[src/rtl/cordic_share_arbiter.sv]
// cordic_share_arbiter: shares one CORDIC core between two requesters.
// Round-robin issue, a tag FIFO that remembers who owns each in-flight operation,
// and per-requester result FIFOs guarded by credits so the core output never stalls.
`timescale 1ns/1ps
module cordic_share_arbiter #(
  parameter int unsigned DIN_W        = 32,
  parameter int unsigned DOUT_W       = 32,
  parameter int unsigned DEPTH        = 8,
  parameter int unsigned MAX_INFLIGHT = 32
) (
  input  logic                          clk,
  input  logic                          reset,
  // requester 0 operand
  input  logic [DIN_W-1:0]              s0_tdata,
  input  logic                          s0_tvalid,
  output logic                          s0_tready,
  // requester 1 operand
  input  logic [DIN_W-1:0]              s1_tdata,
  input  logic                          s1_tvalid,
  output logic                          s1_tready,
  // result to requester 0
  output logic [DOUT_W-1:0]             m0_tdata,
  output logic                          m0_tvalid,
  input  logic                          m0_tready,
  // result to requester 1
  output logic [DOUT_W-1:0]             m1_tdata,
  output logic                          m1_tvalid,
  input  logic                          m1_tready,
  // shared core
  output logic [DIN_W-1:0]              core_s_tdata,
  output logic                          core_s_tvalid,
  input  logic                          core_s_tready,
  input  logic [DOUT_W-1:0]             core_m_tdata,
  input  logic                          core_m_tvalid,
  // status
  output logic [$clog2(MAX_INFLIGHT):0] inflight,
  output logic                          err
);

  localparam int unsigned TagAw = $clog2(MAX_INFLIGHT);
  localparam int unsigned ResAw = $clog2(DEPTH);

  localparam logic [TagAw:0] TagFull = (TagAw+1)'(MAX_INFLIGHT);
  localparam logic [TagAw:0] TagOne  = (TagAw+1)'(1);
  localparam logic [ResAw:0] ResFull = (ResAw+1)'(DEPTH);
  localparam logic [ResAw:0] ResOne  = (ResAw+1)'(1);

  // Tag FIFO: one bit per in-flight operation, 1 = requester 1.
  logic [MAX_INFLIGHT-1:0] r_tag_mem;
  logic [TagAw:0]          r_tag_wptr;
  logic [TagAw:0]          r_tag_rptr;

  // Result FIFOs and credit counters, indexed by requester.
  logic [DOUT_W-1:0]       r_res_mem  [2][DEPTH];
  logic [ResAw:0]          r_res_wptr [2];
  logic [ResAw:0]          r_res_rptr [2];
  logic [ResAw:0]          r_credit   [2];

  logic                    r_rr;
  logic                    r_err;

  logic [TagAw:0]          w_tag_cnt;
  logic                    w_tag_full;
  logic                    w_tag_empty;
  logic                    w_tag_push;
  logic                    w_tag_pop;
  logic                    w_tag_head;
  logic [1:0]              w_svalid;
  logic [1:0]              w_elig;
  logic [1:0]              w_grant;
  logic [1:0]              w_mready;
  logic [1:0]              w_res_valid;
  logic [1:0]              w_res_full;
  logic [1:0]              w_res_wr;
  logic [1:0]              w_res_pop;
  logic [ResAw:0]          w_res_cnt [2];
  logic                    w_err_set;

  // Eligibility and round-robin grant; nothing is granted while the core is busy.
  always_comb begin
    w_svalid    = {s1_tvalid, s0_tvalid};
    w_tag_cnt   = r_tag_wptr - r_tag_rptr;
    w_tag_full  = (w_tag_cnt == TagFull);
    w_tag_empty = (w_tag_cnt == '0);
    for (int k = 0; k < 2; k++) begin
      w_elig[k] = w_svalid[k] & (r_credit[k] != '0) & ~w_tag_full;
    end
    // r_rr = 0 favours requester 0 when both are eligible.
    w_grant[0] = core_s_tready & w_elig[0] & (~w_elig[1] | ~r_rr);
    w_grant[1] = core_s_tready & w_elig[1] & (~w_elig[0] |  r_rr);
  end

  // Issue side outputs: at most one grant bit is ever set.
  always_comb begin
    s0_tready     = w_grant[0];
    s1_tready     = w_grant[1];
    core_s_tvalid = |w_grant;
    if (w_grant[1]) begin
      core_s_tdata = s1_tdata;
    end else if (w_grant[0]) begin
      core_s_tdata = s0_tdata;
    end else begin
      core_s_tdata = '0;
    end
  end

  // Route core results by head tag and decide FIFO writes, pops and errors.
  always_comb begin
    w_tag_push = |w_grant;
    w_tag_pop  = core_m_tvalid & ~w_tag_empty;
    w_tag_head = r_tag_mem[r_tag_rptr[TagAw-1:0]];
    w_mready   = {m1_tready, m0_tready};
    // A result with no owner is dropped and flagged.
    w_err_set  = core_m_tvalid & w_tag_empty;
    for (int k = 0; k < 2; k++) begin
      w_res_cnt[k]   = r_res_wptr[k] - r_res_rptr[k];
      w_res_full[k]  = (w_res_cnt[k] == ResFull);
      w_res_valid[k] = (w_res_cnt[k] != '0);
      w_res_pop[k]   = w_res_valid[k] & w_mready[k];
      w_res_wr[k]    = w_tag_pop & (w_tag_head == 1'(k)) & ~w_res_full[k];
      // Credits make this unreachable; kept as a safety net that never overwrites.
      w_err_set      = w_err_set | (w_tag_pop & (w_tag_head == 1'(k)) & w_res_full[k]);
    end
  end

  // Result-side outputs: first-word fall-through, zero when empty.
  always_comb begin
    m0_tvalid = w_res_valid[0];
    m1_tvalid = w_res_valid[1];
    m0_tdata  = w_res_valid[0] ? r_res_mem[0][r_res_rptr[0][ResAw-1:0]] : '0;
    m1_tdata  = w_res_valid[1] ? r_res_mem[1][r_res_rptr[1][ResAw-1:0]] : '0;
    inflight  = w_tag_cnt;
    err       = r_err;
  end

  // Tag FIFO, round-robin pointer and sticky error flag.
  always_ff @(posedge clk or negedge reset) begin
    if (!reset) begin
      r_tag_mem  <= '0;
      r_tag_wptr <= '0;
      r_tag_rptr <= '0;
      r_rr       <= 1'b0;
      r_err      <= 1'b0;
    end else begin
      if (w_tag_push) begin
        r_tag_mem[r_tag_wptr[TagAw-1:0]] <= w_grant[1];
        r_tag_wptr                       <= r_tag_wptr + TagOne;
        // Favour the other requester next time; pointer only moves on issue.
        r_rr                             <= ~w_grant[1];
      end
      if (w_tag_pop) begin
        r_tag_rptr <= r_tag_rptr + TagOne;
      end
      if (w_err_set) begin
        r_err <= 1'b1;
      end
    end
  end

  // Result FIFOs and per-requester credits.
  always_ff @(posedge clk or negedge reset) begin
    if (!reset) begin
      for (int k = 0; k < 2; k++) begin
        r_res_wptr[k] <= '0;
        r_res_rptr[k] <= '0;
        r_credit[k]   <= ResFull;
        for (int d = 0; d < DEPTH; d++) begin
          r_res_mem[k][d] <= '0;
        end
      end
    end else begin
      for (int k = 0; k < 2; k++) begin
        if (w_res_wr[k]) begin
          r_res_mem[k][r_res_wptr[k][ResAw-1:0]] <= core_m_tdata;
          r_res_wptr[k]                          <= r_res_wptr[k] + ResOne;
        end
        if (w_res_pop[k]) begin
          r_res_rptr[k] <= r_res_rptr[k] + ResOne;
        end
        // Issue consumes a credit, consumer pop returns one; both together cancel.
        r_credit[k] <= r_credit[k] - {{ResAw{1'b0}}, w_grant[k]}
                                   + {{ResAw{1'b0}}, w_res_pop[k]};
      end
    end
  end

endmodule

[config.mk]
export PLATFORM = sky130hd
export DESIGN_NAME = cordic_share_arbiter
export DESIGN_NICKNAME = d
export VERILOG_FILES = /design/src/rtl/cordic_share_arbiter.sv
export SDC_FILE = /design/constraint.sdc
export NUM_CORES = 1
export LEC_CHECK = 0
export BUFFER_PORTS_ARGS = -buffer_cell sky130_fd_sc_hd__buf_2
export CORE_MARGIN = 2
export CORE_UTILIZATION = 55
export DETAILED_ROUTE_END_ITERATION = 10
export PLACE_DENSITY = 0.78
export SLEW_MARGIN = 20
export SYNTH_ARGS = -nofsm -noshare
export SYNTH_HDL_FRONTEND = slang
export SYNTH_SLANG_ARGS = --single-unit
[constraint.sdc]
create_clock -name clk -period 4.1 [get_ports clk]
set_input_delay 0.205 -clock clk [delete_from_list [all_inputs] [get_ports clk]]
set_output_delay 0.205 -clock clk [all_outputs]
set_load 0.02 [all_outputs]
==> results.md, run 1 <==
- The flow ran to the end, and the final reports show no timing, DRC or antenna violations.
- The worst ir drop on vdd is between 0.0004 and 0.0005 V.
- The maximum fanout count along the critical path is 25.
- In this run the vertical extent of the chip is roughly 230 µm.
- The cell at the slowest stage of the critical path is sky130_fd_sc_hd__nor3_1.
- Summing every instance area after synthesis gives about 28000 µm².
- The maximum frequency from static timing analysis is approximately 260 MHz.
- After global routing, the most crowded layer is met2.
- Setup slack closes at 213.6 ps.
- Data on the critical path is required at its endpoint by just under 4000 ps.
- The number of top-level pins is 212.
- The routing usage on met1 is 0.3409.
- The most used flip-flop cell after synthesis is sky130_fd_sc_hd__dfrtp_1.
- The synthesized instance count is between 1.5k and 2k.
- The power density relative to cell area is a little under 800 nW/µm².
- The multi-input combinational cell area is about 13000 µm².
- The number of pins with negative max-slew slack in the final report came to 0.
- STA puts the critical path data arrival time at ~3700 ps.
- The sort of element at the start of the critical path is a flip-flop.
- Measured against its own limit, the worst slew margin works out to 0.2733.
- In the synthesized netlist, the cells that appear most often are sky130_fd_sc_hd__dfrtp_1 (580), sky130_fd_sc_hd__mux2_1 (301), sky130_fd_sc_hd__mux2_2 (220).
- The signed area change from the synthesized netlist to the final layout is 14.17%.
- The floorplan step defined a die boundary enclosing 52590 µm².
- The initial antenna violation count was 3.
- In the routed layout, each cell is associated on average with a via count of roughly 6.1.
- The post-synthesis cell type count is 55.
- The count of nets after finishing is approximately 2.3k.
- The HPWL after detailed placement is 41150 µm.
- The share of flip-flops with an asynchronous set or reset after synthesis is 1.000.
- Row generation in the floorplan step produced 82 rows.
- The worst stage delay on the critical path is 500 ps.
- After routing, the total negative slack on setup checks comes to 0 ps.
- The final critical path time including I/O delays and setup is 3886 ps.
- The share of final-layout standard cells stronger than drive strength 1 is 0.3599.
- Summed over all layers, the routed wires come to about 67000 µm.
- Setup repair after global routing left no endpoint under its margin.
- The die boundary width is roughly 230 µm.
- The per-instance average area after synthesis is between 10 and 15 µm².
- The total nets after synthesis is about 2.1k.
- At the later pin of the worst-skew pair, clock insertion delay measures 640 ps.
- The count of state elements after synthesis is ~580.
- After detailed routing, the number of remaining DRC violations is 0.
- Measured on the finished design, the core utilization comes to 0.6355.
- The quantity of I/O buffers inserted on ports is roughly 210.
- The per-cell routed wire length is about 24 µm.
- The count of vias placed by the detailed router is about 17k.
- The met2 usage is 0.4476.
- The total grt overflow is 0.
- At the pin with the least slew margin, the transition time is between 1000 and 1500 ps.
- The number of levels the H-tree was split into is 2.
- The post-placement setup slack is 339.1 ps.
- The initial DRC count is 1333.
- The number of synthesized flops with an enable pin is 0.
- The CTS root buffer is sky130_fd_sc_hd__clkbuf_16.
- The worst setup path is captured at a primary output.
- The count of nets left with antenna violations once routing finished came out at 0.
- sky130_fd_sc_hd__dfrtp_1 is the most common cell in the netlist.
- The worst-case clock skew is approximately 34 ps.
- Yosys printed 0 warnings.
- After clock tree synthesis, the clock-pin slew on the worst setup and hold paths is 60 ps.
- The routability-driven placement congestion ratio is about 0.84.
- The worst hold path class is in2reg.
- The proportion of synthesized chip area in sequential cells is 0.5216.
- No sink is reached through more buffers than the 3 on the longest clock path.
- The area used by sequential logic in the layout is about 15000 µm².
- The total count of hold-check failures in the final report was 0.
- In the global route stage, met3 resource usage came out at 0.03997.
- CTS saw around 580 sinks.
- The final number of setup-violating endpoints is 0.
- For this run, the detailed router's first-pass iteration total came to 4.
- The cell taking the most area after synthesis is sky130_fd_sc_hd__dfrtp_1.
- The fill cell total of the finished layout is approximately 3.6k.
- Clock tree synthesis inserted a total of just under 60 buffers.
- Sorting the synthesized cells by area gives the leading types as sky130_fd_sc_hd__dfrtp_1 (52%), sky130_fd_sc_hd__mux2_1 (12%), sky130_fd_sc_hd__mux4_2 (11%).
- The number of buffer and inverter stages on the critical path is 3.
- The maximum number of pins on one net before global-route repair is between 100 and 150.
- The cell family contributing the most delay on the critical path is buffers and inverters.
- Of the available clock period, the critical path in the final layout requires 0.9479.
- The leakage dissipation is 0.01500 µW.
- The first global-routing pass estimated about 110000 µm of wire.
- The signal on the critical path passes through buf_4 -> ha_1 -> fa_1 -> xnor2_2 -> nor2_1 -> mux2i_2 -> a211oi_4 -> buf_4 -> nor3_1 -> buf_2.
- The proportion of netlist area held by the largest area contributor is 0.5197.
- The initial utilization of the core area, before any placement, comes to 0.5566.
- The number of max-cap violations is 0.
- The path type of the worst setup path is reg2out.
- In the global route stage, overall resource usage came out at 0.2620.
- TritonCTS built the clock tree.
- The number of global-route vias before repair is between 15k and 20k.
- The cell that appears most often on the critical path is sky130_fd_sc_hd__buf_4.
- The region available for standard cell placement spans ~50000 µm².
## cell usage in the layout (no fill, tap or decap), types with 4 or more instances in the layout
cell	count
sky130_fd_sc_hd__ha_1	30
sky130_fd_sc_hd__nand3b_1	4
sky130_fd_sc_hd__nor4_1	14
sky130_fd_sc_hd__dfrtp_1	576
sky130_fd_sc_hd__buf_4	40
sky130_fd_sc_hd__nor3_1	7
sky130_fd_sc_hd__mux4_2	138
sky130_fd_sc_hd__mux2_1	301
sky130_fd_sc_hd__nand2b_1	6
sky130_fd_sc_hd__nand4_4	6
sky130_fd_sc_hd__nor3b_1	5
sky130_fd_sc_hd__a22o_1	31
sky130_fd_sc_hd__nand2_1	145
sky130_fd_sc_hd__mux2_2	220
sky130_fd_sc_hd__and3_1	9
sky130_fd_sc_hd__nand3_1	15
sky130_fd_sc_hd__clkbuf_16	59
sky130_fd_sc_hd__clkbuf_1	15
sky130_fd_sc_hd__a21oi_1	72
sky130_fd_sc_hd__xor2_1	6
sky130_fd_sc_hd__mux2_4	29
sky130_fd_sc_hd__o41ai_1	4
sky130_fd_sc_hd__buf_2	210
sky130_fd_sc_hd__xnor2_1	27
sky130_fd_sc_hd__clkinv_2	9
sky130_fd_sc_hd__clkbuf_8	14
sky130_fd_sc_hd__nand4_1	5
sky130_fd_sc_hd__inv_1	34
sky130_fd_sc_hd__nand3_2	4
sky130_fd_sc_hd__nand4_2	5
sky130_fd_sc_hd__nor4b_1	12
sky130_fd_sc_hd__dlygate4sd3_1	20
sky130_fd_sc_hd__buf_12	16
sky130_fd_sc_hd__nor2_1	16
## flip-flops by register name, indices dropped and copies added, names as in the netlist
name        cells
err             1
r_credit        8
r_res_mem     512
r_res_rptr      8
r_res_wptr      8
r_rr            1
r_tag_mem      32
r_tag_rptr      6
r_tag_wptr      6
## worst paths after layout
kind	start	to	slack, ps	depth (start not counted)
min in group asynchronous	reset	r_tag_mem[14]	250	2
hold / removal	core_m_tdata[28]	r_res_mem[508]	20	2
max in group asynchronous	reset	r_res_mem[215]	2740	3
setup reg to reg	r_tag_rptr[0]	r_res_mem[290]	450	8
hold reg to reg	err	err	460	1
setup / recovery	r_tag_rptr[0]	core_s_tvalid	210	10
## logic make-up after synthesis
kind of cell             Yosys count  synth area share
AO/OA/AOI/OAI                    125           0.02899
XOR/XNOR                          34           0.01066
adder cells (fa/ha/maj)           33           0.01559
buffers and inverters            194           0.03459
flip-flops                       582            0.5216
multiplexers                     689            0.3373
AND/OR/NAND/NOR                  267           0.05125
## stage by stage
step           std cells  area, µm²  power (µW)  hold WS, ps
5_1_grt             2829      31880       26340        39.44
4_1_cts             2827      31820       25040        2.244
3_3_place_gp        2702      29690       19150        376.2
3_5_place_dp        2702      29690       19620        387.4
6_report            2829      31880       24970        21.60
2_1_floorplan       1924      27930       16330       -90.59
## area by class of cell
cell class,instances,share of cell area
flip-flops and latches,582,0.4572
multi-input cells,1148,0.3924
repair buffers,288,0.05965
clock buffers,88,0.05412
well taps,672,0.02637
clock inverters,16,0.006200
inverters,34,0.004003
diodes,1,0.00007849
## repair_timing
action	in CTS	in global routing
buffers inserted	1	1
hold endpoints to repair	214	0
gates cloned	0	0
setup endpoints to repair	32	33
pin swaps	1	2
resized for setup	1	10
hold buffers	20	0
## metal layers
layer,part of all wire,up-vias
met5,0.00042,-
met2,0.50,566
met3,0.055,141
met1,0.41,9169
met4,0.034,4
li1,-,7431
## power breakdown
part / leakage [µW] / internal [µW] / total (µW) / switching (µW)
Clock: 0.000946 / 3080 / 5330 / 2240
Sequential: 0.00748 / 7820 / 9080 / 1260
Combinational: 0.00657 / 4900 / 10600 / 5670
Total: 0.0150 / 15800 / 25000 / 9170
No activity file was read; power rests on OpenSTA's default activity.
==> run 2: changes to the inputs <==
Settings changed: GPL_ROUTABILITY_DRIVEN set to 0, PLACE_DENSITY 0.78 to 0.76, TNS_END_PERCENT set to 20.
==> run 2 against run 1 <==
Against the previous run: clock-buffer cell count increased by 2; critical path depth is 4 higher; final cell count grew 0.25%; critical path type unchanged; critical endpoint is now core_s_tdata[27].
==> results.md, run 2 (same netlist as run 1, synthesis figures left out) <==
- Run status: complete, no violations (unchanged).
- CP cell instances: inv_1 -> ha_1 -> fa_1 -> inv_1 -> nor4_2 -> mux2i_1 -> buf_4 -> a211oi_4 -> buf_4 -> a2111oi_4 -> buf_4 -> buf_12 -> a22o_1 -> buf_2 (was buf_4 -> ha_1 -> fa_1 -> xnor2_2 -> nor2_1 -> mux2i_2 -> a211oi_4 -> buf_4 -> nor3_1 -> buf_2).
- The power density relative to cell area was 786.1 nW/µm² (was 783.2 nW/µm²).
- The worst endpoint data arrival time is 3780 ps (was 3680 ps).
- The sort of element at the start of the critical path is a flip-flop (unchanged).
- The final non-filler cell area is 31940 µm² (was 31880 µm²).
- The clock network fraction of total power is 0.220 (was 0.213).
- The y dimension of the die is 229.3 µm (unchanged).
- The cell seen most often among critical-path stages is sky130_fd_sc_hd__buf_4 (unchanged).
- The DRC violation count after routing came to 0 (unchanged).
- The count of nets after finishing is 2254 (was 2250).
- The required time of the critical path is 3890 ps (about the same).
- The tightest slew margin relative to the limit is 0.2361 (was 0.2733).
- The initial DRC count is 986 (was 1333).
- The worst ir drop on vdd is 0.0004907 V (was 0.0004601 V).
- The CTS clock-pin slew for the worst setup and hold paths is 60 ps (about the same).
- The maximum frequency from static timing analysis is 251.2 MHz (was 257.3 MHz).
- The switching part of the total is 0.3615 (was 0.3672).
- The CTS root buffer is sky130_fd_sc_hd__clkbuf_16 (unchanged).
- The cell at the slowest stage of the critical path was sky130_fd_sc_hd__fa_1 (was sky130_fd_sc_hd__nor3_1).
- The HPWL after detailed placement was 41150 µm (about the same).
- The first-pass GRT wire length came to 105300 µm (was 107400 µm).
- The share of final-layout standard cells stronger than drive strength 1 came to 0.3640 (was 0.3599).
- The total count of hold-check failures in the final report came to 0 (unchanged).
- The clock latency on the worst-skew pair is 620 ps (was 640 ps).
- The internal power contribution is 16030 µW (was 15800 µW).
- The total grt overflow is 0 (unchanged).
- The number of levels the H-tree was split into is 2 (unchanged).
- The per-cell routed wire length is 23.44 µm (was 23.79 µm).
- The least setup slack across all paths after layout is 119.1 ps (was 213.6 ps).
- Commonest non-fill, non-tap cells in the layout: sky130_fd_sc_hd__dfrtp_1 (574), sky130_fd_sc_hd__mux2_1 (301), sky130_fd_sc_hd__mux2_2 (220) (was sky130_fd_sc_hd__dfrtp_1 (576), sky130_fd_sc_hd__mux2_1 (301), sky130_fd_sc_hd__mux2_2 (220)).
- The post-placement setup slack was 377.7 ps (was 339.1 ps).
- The quantity of I/O buffers inserted on ports is 211 (unchanged).
- The worst stage delay on the critical path is 520 ps (was 500 ps).
- The path type of the worst setup path is reg2out (unchanged).
- The cell family contributing the most delay on the critical path is buffers and inverters (unchanged).
- The switching power was 9076 µW (was 9169 µW).
- The signed area change from the synthesized netlist to the final layout was 14.36% (was 14.17%).
- The initial cell density of the core is 0.5566 (unchanged).
- The register containing the most flip-flops in the final layout is r_res_mem (unchanged).
- The portion of total power attributed to combinational logic is 0.419 (was 0.423).
- The final wirelength was 66480 µm (was 67300 µm).
- The detailed-routing iteration count for the pre-antenna-repair pass is 5 (was 4).
- The portion of total power attributed to sequential cells was 0.361 (was 0.363).
- The element type at the critical path end is a primary output (unchanged).
- The via count normalized by instance count is 6.026 (was 6.119).
- The count of vias placed by the detailed router was 17.09k (was 17.31k).
- The CTS buffer count is 58 (was 59).
- The leakage dissipation is 0.01503 µW (was 0.01500 µW).
- The number of pins with negative max-slew slack in the final report is 0 (unchanged).
- The maximum number of pins on one net before global-route repair is 114 (was 122).
- The final number of setup-violating endpoints is 0 (unchanged).
- The buffer depth of the longest clock path is 3 (unchanged).
- The area of the die came to 52590 µm² (unchanged).
- The combined global-route utilization of all metal layers came to 0.2573 (was 0.2620).
- The worst-case clock skew was 15.30 ps (was 34.10 ps).
- The transition time at the pin with the least slew margin was 1146 ps (was 1090 ps).
- The share of the clock period used by the worst path is 0.9710 (was 0.9479).
- The number of global-route vias before repair is 18.60k (was 19.00k).
- The number of nets still failing antenna checks after routing is 0 (unchanged).
- The maximum fanout count along the critical path came to 17 (was 25).
- The die boundary width is 229.3 µm (unchanged).
- The leading cell type in the layout, fill and taps excluded is sky130_fd_sc_hd__dfrtp_1 (unchanged).
- The number of top-level pins was 212 (unchanged).
- The CTS tree was yes (unchanged).
- The area inside the core boundary was 50170 µm² (unchanged).
- The worst hold path class is in2reg (unchanged).
- The standard-cell row count was 82 (unchanged).
- The initial antenna violation count is 2 (was 3).
- The final critical path time including I/O delays and setup is 3981 ps (was 3886 ps).
- The post-place instance area is 29640 µm² (was 29690 µm²).
- The number of buffer and inverter stages on the critical path came to 7 (was 3).
- The sink count of the clock tree came to 582 (unchanged).
- The setup TNS is 0 ps (unchanged).
- The number of max-cap violations was 0 (unchanged).
- The number of flip-flops under the largest register name is 512 (unchanged).
- Largest registers: r_res_mem: 512 flops, r_tag_mem: 32 flops (unchanged).
[run 2: cell count changes in the layout (fill, tap and decap cells not counted), moves of 3 or more]
cell                            before  now
sky130_fd_sc_hd__buf_12             16   11
sky130_fd_sc_hd__buf_4              40   54
sky130_fd_sc_hd__bufinv_16           3    6
sky130_fd_sc_hd__clkinv_2            9    3
sky130_fd_sc_hd__dlygate4sd3_1      20   14
[run 2: path summary, 6_finish.rpt]
kind                                  start               end  slack [ps]  cells past startpoint
min in group asynchronous             reset       r_credit[4]         300                      2
setup / recovery              r_tag_wptr[0]  core_s_tdata[27]         120                     14
max in group asynchronous             reset    r_res_mem[335]        2680                      3
setup reg to reg              r_tag_wptr[0]       r_credit[5]         160                     18
hold reg to reg                         err               err         460                      1
hold / removal             core_m_tdata[12]    r_res_mem[460]          30                      2
[run 2: layout make-up]
cell class / instances / area [µm²]
multi-input cells: 1148 / 12500
fillers: 3648 / 18230
flip-flops and latches: 582 / 14580
clock buffers: 90 / 1733
repair buffers: 293 / 1896
inverters: 34 / 127.6
clock inverters: 15 / 257.7
diodes: 2 / 5.005
well taps: 672 / 840.8
[run 2: power by group through the flow]
stage          Combinational, µW  Sequential (µW)  Clock [µW]
2_1_floorplan               7750             8580           0
3_3_place_gp               10100             8950           0
3_5_place_dp               10400             9130           0
4_1_cts                    10500             9050        5630
5_1_grt                    11300             9300        5870
6_report                   10500             9060        5520
[run 2: layer usage]
layer	vias up	wire, µm	track usage
met5	-	11	0
met1	9086	27620	0.3331
met3	125	2833	0.03735
met4	2	2069	0.08969
li1	7422	-	-
met2	454	33950	0.4459
[run 2: timing repair]
| action | 4_1_cts | 5_1_grt |
|---|---|---|
| cloned | 0 | 1 |
| pin swaps | 1 | 2 |
| buffers inserted | 0 | 9 |
| endpoints found under the setup margin | 4 | 32 |
| endpoints found under the hold margin | 167 | 0 |
| gates resized for setup | 2 | 7 |
| hold buffers | 14 | 0 |
[run 2: worst reg2reg max path, cell delays in order (launching register included)]
cell and delay [ps]:
sky130_fd_sc_hd__dfrtp_1 380, sky130_fd_sc_hd__inv_1 110, sky130_fd_sc_hd__ha_1 240, sky130_fd_sc_hd__fa_1 520
sky130_fd_sc_hd__inv_1 70, sky130_fd_sc_hd__nor4_2 270, sky130_fd_sc_hd__mux2i_1 110, sky130_fd_sc_hd__buf_4 160
sky130_fd_sc_hd__a211oi_4 320, sky130_fd_sc_hd__buf_4 190, sky130_fd_sc_hd__a2111oi_4 40, sky130_fd_sc_hd__buf_4 190
sky130_fd_sc_hd__buf_4 130, sky130_fd_sc_hd__ha_1 270, sky130_fd_sc_hd__inv_1 60, sky130_fd_sc_hd__ha_1 180
sky130_fd_sc_hd__inv_1 70, sky130_fd_sc_hd__fa_1 490, sky130_fd_sc_hd__inv_1 50
[run 2: through the flow]
stage                     hold slack, ps  instances  total power [µW]    util
after floorplan                   -90.59       1924             16330       -
after global placement             353.1       2704             19050  0.5908
after detailed placement           375.3       2704             19540  0.5908
after CTS                         0.2667       2823             25130  0.6333
after global routing               31.44       2835             26510  0.6365
final                              28.74       2836             25100  0.6366
